--- src/rtl/ddr_cmd_sched.sv ---
// ddr_cmd_sched: single-bank-at-a-time SDRAM command scheduler with periodic refresh
module ddr_cmd_sched #(
  parameter int T_RCD  = 3,
  parameter int T_WR   = 3,
  parameter int T_RTP  = 2,
  parameter int T_RP   = 3,
  parameter int T_RFC  = 10,
  parameter int T_REFI = 64
) (
  input  logic        i_clk,
  input  logic        i_rst,
  input  logic        i_req_valid,
  output logic        o_req_ready,
  input  logic        i_req_wr,
  input  logic [1:0]  i_req_bank,
  input  logic [12:0] i_req_row,
  input  logic [9:0]  i_req_col,
  input  logic [15:0] i_req_data,
  output logic        o_done,
  output logic        o_cke,
  output logic        o_ras,
  output logic        o_cas,
  output logic        o_we,
  output logic [1:0]  o_ba,
  output logic [12:0] o_addr,
  output logic [15:0] o_data
);
  typedef enum logic [3:0] {
    S_IDLE, S_ACT, S_WAIT_RCD, S_RDWR, S_WAIT_PRE, S_PRE, S_WAIT_RP, S_REF, S_WAIT_RFC
  } state_t;
  localparam logic [2:0] C_NOP = 3'b111;
  localparam logic [2:0] C_ACT = 3'b011;
  localparam logic [2:0] C_RD  = 3'b101;
  localparam logic [2:0] C_WR  = 3'b100;
  localparam logic [2:0] C_PRE = 3'b010;
  localparam logic [2:0] C_REF = 3'b001;
  state_t      r_state;
  logic [3:0]  r_cnt;
  logic [2:0]  r_cmd;
  logic [15:0] r_ref_cnt;
  logic        r_ref_pend;
  logic        r_wr;
  logic [9:0]  r_col;
  logic [15:0] r_wdata;
  logic        w_wrap;
  logic        w_issue;
  logic        w_pend_nxt;
  assign {o_ras, o_cas, o_we} = r_cmd;
  assign w_wrap     = r_ref_cnt == 16'(T_REFI - 1);
  assign w_issue    = r_state == S_IDLE && r_ref_pend;
  assign w_pend_nxt = w_wrap || (r_ref_pend && !w_issue);
  // Free-running refresh interval counter; a wrap leaves at most one refresh pending
  always_ff @(posedge i_clk) begin
    if (i_rst) begin
      r_ref_cnt  <= '0;
      r_ref_pend <= 1'b0;
    end else begin
      r_ref_cnt  <= w_wrap ? '0 : r_ref_cnt + 16'd1;
      r_ref_pend <= w_pend_nxt;
    end
  end
  // Command FSM; every output is registered alongside the state it belongs to
  always_ff @(posedge i_clk) begin
    if (i_rst) begin
      r_state     <= S_IDLE;
      r_cnt       <= '0;
      r_cmd       <= C_NOP;
      r_wr        <= 1'b0;
      r_col       <= '0;
      r_wdata     <= '0;
      o_req_ready <= 1'b0;
      o_done      <= 1'b0;
      o_cke       <= 1'b0;
      o_ba        <= '0;
      o_addr      <= '0;
      o_data      <= '0;
    end else begin
      o_cke       <= 1'b1;
      r_cmd       <= C_NOP;
      o_done      <= 1'b0;
      o_req_ready <= 1'b0;
      case (r_state)
        S_IDLE: begin
          if (r_ref_pend) begin
            r_state <= S_REF;
            r_cmd   <= C_REF;
            o_ba    <= '0;
            o_addr  <= '0;
            r_cnt   <= 4'(T_RFC - 1);
          end else if (i_req_valid && o_req_ready) begin
            r_state <= S_ACT;
            r_cmd   <= C_ACT;
            r_wr    <= i_req_wr;
            r_col   <= i_req_col;
            r_wdata <= i_req_data;
            o_ba    <= i_req_bank;
            o_addr  <= i_req_row;
            r_cnt   <= 4'(T_RCD - 1);
          end else begin
            o_req_ready <= !w_pend_nxt;
          end
        end
        S_ACT, S_WAIT_RCD: begin
          if (r_cnt == 4'd0) begin
            r_state <= S_RDWR;
            r_cmd   <= r_wr ? C_WR : C_RD;
            o_addr  <= {3'b000, r_col};
            o_data  <= r_wr ? r_wdata : o_data;
            r_cnt   <= 4'(r_wr ? T_WR - 1 : T_RTP - 1);
          end else begin
            r_state <= S_WAIT_RCD;
            r_cnt   <= r_cnt - 4'd1;
          end
        end
        S_RDWR, S_WAIT_PRE: begin
          if (r_cnt == 4'd0) begin
            r_state <= S_PRE;
            r_cmd   <= C_PRE;
            o_addr  <= 13'h0400;
            o_done  <= 1'b1;
            r_cnt   <= 4'(T_RP - 1);
          end else begin
            r_state <= S_WAIT_PRE;
            r_cnt   <= r_cnt - 4'd1;
          end
        end
        S_PRE, S_WAIT_RP: begin
          if (r_cnt == 4'd0) begin
            r_state     <= S_IDLE;
            o_req_ready <= !w_pend_nxt;
          end else begin
            r_state <= S_WAIT_RP;
            r_cnt   <= r_cnt - 4'd1;
          end
        end
        S_REF: r_state <= S_WAIT_RFC;
        S_WAIT_RFC: begin
          if (r_cnt == 4'd0) begin
            r_state     <= S_IDLE;
            o_req_ready <= !w_pend_nxt;
          end else begin
            r_cnt <= r_cnt - 4'd1;
          end
        end
        default: r_state <= S_IDLE;
      endcase
    end
  end
endmodule

--- config.mk ---
export PLATFORM = sky130hd
export DESIGN_NAME = ddr_cmd_sched
export DESIGN_NICKNAME = d
export VERILOG_FILES = /design/src/rtl/ddr_cmd_sched.sv
export SDC_FILE = /design/constraint.sdc
export NUM_CORES = 1
export LEC_CHECK = 0
export CAP_MARGIN = 0
export CORE_MARGIN = 3
export CORE_UTILIZATION = 53
export CTS_BUF_LIST = sky130_fd_sc_hd__clkbuf_8
export DETAILED_ROUTE_END_ITERATION = 16
export PLACE_DENSITY_LB_ADDON = 0.12
export SLEW_MARGIN = 20
export SYNTH_ARGS = -nofsm -noshare
export SYNTH_HDL_FRONTEND = slang
export SYNTH_SLANG_ARGS = --single-unit
--- constraint.sdc ---
create_clock -name i_clk -period 3 [get_ports i_clk]
set_clock_uncertainty 0.15 [all_clocks]
set_input_delay 0.45 -clock i_clk [delete_from_list [all_inputs] [get_ports i_clk]]
set_output_delay 0.45 -clock i_clk [all_outputs]
set_load 0.01 [all_outputs]
# Yosys cells after proc, flatten, opt, wreduce, memory -nomap -nowiden
# Index checks and enable logic that the tools add are counted.
# word_totals
output_inout_bits	37
ff_bits	89
wordCells	88
# op_classes
bitwise_logic	2
reduce_logical	23
muxes	33
n_eq_ne	14
addsub	2
# ops
operator	n
$mux 13	4
$pmux 13 s3	1
$mux 4	8
$pmux 4 s6	1
$add 16x1->16 const B	1
$eq 16x6->1 const B	1
$eq 4x3->1 const B	4
$pmux 4 s4	1
$mux 3	4
$reduce_or 2->1	5
$pmux 3 s3	1
$reduce_and 3->1	3
$eq 4x2->1 const B	2
$logic_not 4->1	2
$mux 1	8
$mux 2	4
$ne 2x2->1 const B	4
$eq 4x1->1 const B	1
$eq 4x4->1 const B	1
$reduce_and 2->1	2
$reduce_and 4->1	1
$reduce_bool 4->1	1
$sub 4x1->4 const B	1
$logic_and 1x1->1	3
other kinds (8)	10

# Depth between registers and ports, before layout
# Gate-level depths: netlist of the first run.
# depth
ltp_word	9
mapped_depth	9
mapped_depth_nobuf	7

# Worst setup path after synthesis of the first run
# OpenSTA, ideal clock, no wires.
# synth_timing
kind	reg-to-reg
from	register r_cnt[0]
to	register o_addr[1]
slack_ns	0.818
setup_ns	0.153
arrival_ns	1.879
stages_incl_launch_ff	9
synth_period_minus_slack_ns	2.182
cell_sequence	dfxtp_1 > inv_1 > ha_1 > or3b_1 > buf_6 > mux2_2 > o22ai_4 > buf_2 > a311oi_2
# synth_between
elab_chain_len	3
word_cells_on_any_way	4
cone_classes	eq/ne (2); reduce/logical (2)
# synth_rtl
item	line	source
from (decl)	38	logic [3:0] r_cnt;
from (signal assigned)	89	r_cnt <= 4'(T_RFC - 1);
from (signal assigned)	98	r_cnt <= 4'(T_RCD - 1);
from (signal assigned)	109	r_cnt <= 4'(r_wr ? T_WR - 1 : T_RTP - 1);
$logic_not 4->1 (*)	104, 116	
$ne 2x2->1 (no line)	n/a	
$reduce_and 4->1 (no line) (*)	n/a	
to (signal assigned)	97	o_addr <= i_req_row;
to (signal assigned)	107	o_addr <= {3'b000, r_col};
to (decl)	25	output logic [12:0] o_addr,
# Every way passes the cells marked *; elsewhere a longest branch is shown, timed or not.
# A chain may end at the register's enable or synchronous reset.

# Worst setup path in the final report of the first run
# layout_timing
from	register r_cnt[0]
to	register o_addr[5]
# The elaborated chain is that of the path after synthesis.

==> out/results.tsv, run 1 <==
metric	value	unit
tightest_slew	0.611	ns
yosysWarnings	0	
grt_remaining_overflow	0	
dieArea	8430	sq um
hold_ws	0.309	ns
clock-sinks	89	
rsz0062_at_grt	false	
drive_above_1_share	8.49	%
cts_resized	0	
post-synth-top-area-fraction	45.6	%
setup-violations-final	0	
synth-seq-cells	89	
drt-total-wl	9.25	mm
core	6980	sq um
fin_nets	573	
io_pins	82	
clkTransAtPathRegs	0.09	ns
path_max_fanout	21	
peakVddDrop	0.000568	V
post_drt_wl_per_cell	14.8	um
power_switching	1540	uW
cts_made_buffers	9	
syn_avg_cell_area	8.56	sq um
status	finished clean	
dr_total_vias	3463	
track_usage	22.4	%
power.internal	2660	uW
clock-root-buffer	clkbuf_8	
clockPowerShare	21.2	%
worst_ep_arrival_time	2.61	ns
start_kind	flop	
drtIter0Drc	200	
power_density	841	nW/um^2
syn_inst	456	
crit_type	flop to flop	
syn-cell-area	3900	sq um
synth_edf_count	0	
grt_pass1_wl	15.4	mm
die_w	91.8	um
post_cts_buffers	0	
ys_seq_area_share	45.6	%
drv_cap	0	
htreeDepth	3	
antenna_found_initial	0	
die_y	91.8	um
post-route-period-util	83.0	%
async_flop_share	0	%
synth-main-ff-cell	dfxtp_1	
post-route-min-period	2.49	ns
drcViolationCount	0	
reg2reg_depth	7	
slew_headroom	59.3	%
place_hpwl	6.39	mm
hold_viol	0	
areaGrowthSynthToFinish	28.0	%
cts_hold_buf	0	
r2r-start	r_cnt[0]	
io_buffer_count	81	
clkLatencyLatePin	0.35	ns
dr.pass1.iters	5	
cp.required	3.11	ns
drt-vias-per-instance	5.53	
start_util	55.9	%
yosys.area.top_type	dfxtp_1	
leakage	0.00191	uW
max_freq	401	MHz
drv_slew	0	
seqPwrFrac	36.0	%
end_kind	flop	
gp_congestion	0.874	
synth_nets	503	
tns	0	ns
grt_max_degree	50	
ant_nets	0	
r2r_end	o_addr[5]	
hp-class	flop to flop	
startpoint	r_cnt[0]	
ys_types	58	
power	4200	uW
endpoint	o_addr[5]	
n_antenna_cell	0	
combPwrFrac	42.7	%
tritoncts	yes	
synth_area_leaders	dfxtp_1 (46%), nand2_1 (6.8%), a21oi_1 (6.4%)	
ctsLongestPathBuffers	2	
reg2reg_slack	0.51	ns
swShare	36.6	%
first_global_vias	3225	
rows	30	
## through the flow
stage,cells,area [sq um],util (%),worst slack (ns)
3_3_place_gp,611,4780,68.5,0.488
2_1_floorplan,456,3900,-,0.818
4_1_cts,626,5000,71.6,0.521
3_5_place_dp,611,4780,68.5,0.400
5_1_grt,626,5000,71.6,0.343
6_report,626,5000,71.6,0.509
## Yosys cell counts (2+ instances only)
cell and number:
a311oi_1 3, a311oi_2 7, or4_1 2, o22ai_1 3
nand2b_1 5, nor2_1 47, a21oi_1 50, nor4_1 5
nand4_1 5, o21ai_0 10, a31oi_1 2, buf_6 2
and3_1 5, a22oi_1 13, xor2_1 8, buf_1 3
nor4b_1 2, xnor2_1 7, nor3_1 8, mux2i_1 17
clkbuf_1 23, o22a_1 2, inv_1 8, ha_1 2
buf_2 9, dfxtp_1 89, a211o_1 2, nand3_1 11
nor2b_1 4, or3_1 3, a221oi_1 2, nand2_1 71
## state kept, by name (all words and copies together), names as in the netlist, 3 cells and up
signal	cells
o_data	16
r_ref_cnt	16
r_wdata	16
o_addr	13
r_col	10
r_cnt	4
r_state	4
r_cmd	3
## worst min path at each step
stage | start | endpoint | slack (ns) | depth (start not counted)
after floorplan | r_ref_cnt[0] | r_ref_cnt[0] | 0.28 | 1
after global placement | r_ref_cnt[0] | r_ref_cnt[0] | 0.28 | 1
after detailed placement | r_col[9] | r_col[9] | 0.30 | 2
after CTS | r_col[9] | r_col[9] | 0.31 | 2
after global routing | r_wdata[11] | r_wdata[11] | 0.33 | 2
final | r_col[9] | r_col[9] | 0.31 | 2
## final cells by class
class                           instances  area [sq um]
Tap cell                               96           120
Inverter                                8          30.0
Multi-Input combinational cell        322          1930
Sequential cell                        89          1780
Clock inverter                          6          91.3
Fill cell                             564          1980
Clock buffer                            9           124
Timing Repair Buffer                   96           918
## worst max-delay path, stage by stage, from the launching register on
cell and delay (ns):
dfxtp_1 0.33, inv_1 0.07, ha_1 0.21, or3b_1 0.40, mux2_2 0.32, o22ai_4 0.49
a21oi_1 0.17, a311oi_2 0.27
## power by group through the flow
stage | sequential [uW] | clock (uW) | combinational, uW
after floorplan | 1550 | 0 | 1190
after global placement | 1530 | 0 | 1740
after detailed placement | 1530 | 0 | 1790
after CTS | 1510 | 909 | 1790
after global routing | 1530 | 963 | 1980
final | 1510 | 893 | 1790
## per-layer routing
layer,global-route usage (%),share of wire [%],vias to the layer above
li1,-,-,1733
met1,29.4,46,1635
met2,36.2,48,82
met3,5.33,5.0,13
met4,7.55,1.6,0
met5,0,0,-
## layout by cell type (no fill, tap or decap), types with 2 or more instances in the layout
cell	synthesis	layout
o22a_1	2	2
a311oi_1	3	3
clkbuf_8	0	9
nor3_1	8	7
o21ai_0	10	10
nand2b_1	5	5
a221oi_1	2	2
nor2_1	47	47
dfxtp_1	89	89
a31oi_1	2	2
nor2b_1	4	4
nor4_1	5	5
xor2_1	8	8
inv_1	8	8
ha_1	2	2
o22ai_1	3	3
mux2i_1	17	17
a21oi_1	50	50
or3_1	3	3
nand4_1	5	5
and3_1	5	5
nand3_1	11	11
clkinv_4	0	2
a22oi_1	13	13
nand2_1	71	71
a311oi_2	7	7
clkdlybuf4s50_1	0	80
a211o_1	2	2
xnor2_1	7	7
nor4b_1	2	2
bufinv_16	0	2
buf_4	0	15
or4_1	2	2
## cells by family after synthesis
family | Yosys count | synth area share (%)
buffers and inverters | 45 | 5.00
XOR/XNOR | 15 | 3.37
AND/OR/NAND/NOR | 180 | 21.9
AO/OA/AOI/OAI | 106 | 18.6
flip-flops | 89 | 45.6
adder cells (fa/ha/maj) | 3 | 0.897
multiplexers | 18 | 4.65
Power figures use the tool's default switching activity.
==> run 2: changes to the inputs <==
- clock period: 3 -> 2.6 ns (I/O delays scaled with it)
==> out/results.tsv, run 2 (synthesis gave the netlist of run 1 again) <==
metric	value	unit	change
first_global_vias	3358		+4.1%
io_pins	82		unchanged
io_buffer_count	81		unchanged
antenna_found_initial	0		unchanged
power_density	974	nW/um^2	+16%
htreeDepth	3		unchanged
clock-sinks	89		unchanged
hold_viol	0		unchanged
rows	30		unchanged
grt_pass1_wl	15.5	mm	+0.90%
drcViolationCount	0		unchanged
most-common-layout-cells	dfxtp_1 (89), clkdlybuf4s50_1 (80), nand2_1 (71)		
multiInputGateArea	1940	sq um	+0.32%
gp_congestion	0.881		+0.89%
cts_made_buffers	9		unchanged
nFillCells	547		-3.0%
grt_max_degree	54		+8.0%
post_cts_buffers	0		unchanged
fin_nets	574		+0.17%
end_kind	flop		
ctsLongestPathBuffers	2		unchanged
drv_cap	0		unchanged
drive_above_1_share	8.83	%	+0.34 points
start_kind	flop		
post_drt_wl_per_cell	14.8	um	+0.16%
crit_type	flop to flop		
clkLatencyLatePin	0.36	ns	about the same
drv_slew	0		unchanged
peakVddDrop	0.000776	V	+37%
dieArea	8430	sq um	unchanged
design_area	5020	sq um	+0.43%
ant_nets	0		unchanged
final_common_cell	dfxtp_1		
start_util	55.9	%	unchanged
dpl.cell_count	612		+0.16%
rsz0062_at_grt	false		
max_freq	420	MHz	+4.6%
slew_headroom	54.6	%	-4.7 points
dr_total_vias	3482		+0.55%
grt_remaining_overflow	0		unchanged
drtIter0Drc	223		+12%
post-route-min-period	2.38	ns	-0.109 ns
track_usage	22.2	%	-0.22 points
die_y	91.8	um	unchanged
dr.pass1.iters	5		unchanged
drt-total-wl	9.30	mm	+0.48%
tritoncts	yes		
n_antenna_cell	0		unchanged
seq_area	1780	sq um	unchanged
cp.required	2.71	ns	-0.40 ns
tightest_slew	0.675	ns	+0.0641 ns
fin_cells	628		+0.32%
core	6980	sq um	unchanged
areaGrowthSynthToFinish	28.6	%	
setup-violations-final	0		unchanged
status	finished clean		
path_max_fanout	8		-62%
post-route-period-util	91.6	%	+8.6 points
tns	0	ns	unchanged
hp-class	primary input to flop		
leakage	0.00192	uW	+0.53%
place_area	4800	sq um	+0.42%
drt-vias-per-instance	5.54		+0.23%
die_w	91.8	um	unchanged
top_regs	o_data: 16 flops, r_ref_cnt: 16 flops, r_wdata: 16 flops		
clkTransAtPathRegs	0.10	ns	about the same
worst_ep_arrival_time	2.50	ns	-0.11 ns
place_hpwl	6.53	mm	+2.3%
clock-root-buffer	clkbuf_8		
==> run 2: cell types whose count changed in the layout (fill, tap and decap cells not counted) <==
cell,delta
buf_12,+1
bufinv_16,-1
clkbuf_8,+1
clkinv_4,-1
inv_6,+1
inv_8,+1
nor3b_2,-1
nor3b_4,+1
==> run 2: area by class of cell <==
type                            instances  share of cell area [%]
Multi-Input combinational cell        322                    38.6
Sequential cell                        89                    35.5
Timing Repair Buffer                   97                    18.7
Clock buffer                           10                    2.74
Tap cell                               96                    2.39
Clock inverter                          6                    1.45
Inverter                                8                   0.598
==> run 2: metrics by stage <==
step                      setup WS [ns]  hold WS (ns)  util (%)  total power, uW
final                             0.217         0.268      71.9             4890
after global routing              0.101         0.287      71.9             5180
after detailed placement          0.166         0.296      68.8             3890
after global placement            0.248         0.286      68.8             3840
after floorplan                   0.418         0.276         -             3160
after CTS                         0.158         0.256      71.8             4890
==> run 2: timing repair <==
action | CTS | global route
gates resized for setup | 0 | 1
setup endpoints to repair | 0 | 1
hold buffers | 0 | 0
==> run 2: final timing paths <==
kind                                  from          to  slack (ns)  cells past startpoint
worst min-delay path                 i_rst   o_data[7]        0.27                      2
worst max-delay path              r_cnt[0]   o_addr[7]        0.22                      8
worst max register to register    r_cnt[0]   o_addr[7]        0.22                      8
worst min register to register  r_wdata[5]  r_wdata[5]        0.31                      2
==> run 2: power by group <==
group	switching (uW)	leakage, uW	internal [uW]	total [uW]
logic	1120	0.00109	1000	2120
clock network	511	0.000109	484	995
registers	187	0.000723	1590	1780
total	1810	0.00192	3080	4890
==> run 2: critical path, stage by stage, from the launching register on <==
cell      delay (ns)
dfxtp_1         0.33
inv_1           0.08
ha_1            0.22
or3b_1          0.40
mux2_2          0.32
o22ai_4         0.28
buf_4           0.20
a21oi_1         0.08
a311oi_2        0.25
==> run 2: layer usage <==
metal	track usage [%]	wire length [um]	up-vias
li1	-	-	1743
met1	29.0	4160	1618
met2	36.5	4470	110
met3	4.02	520	11
met4	8.54	150	0
met5	0	0	-
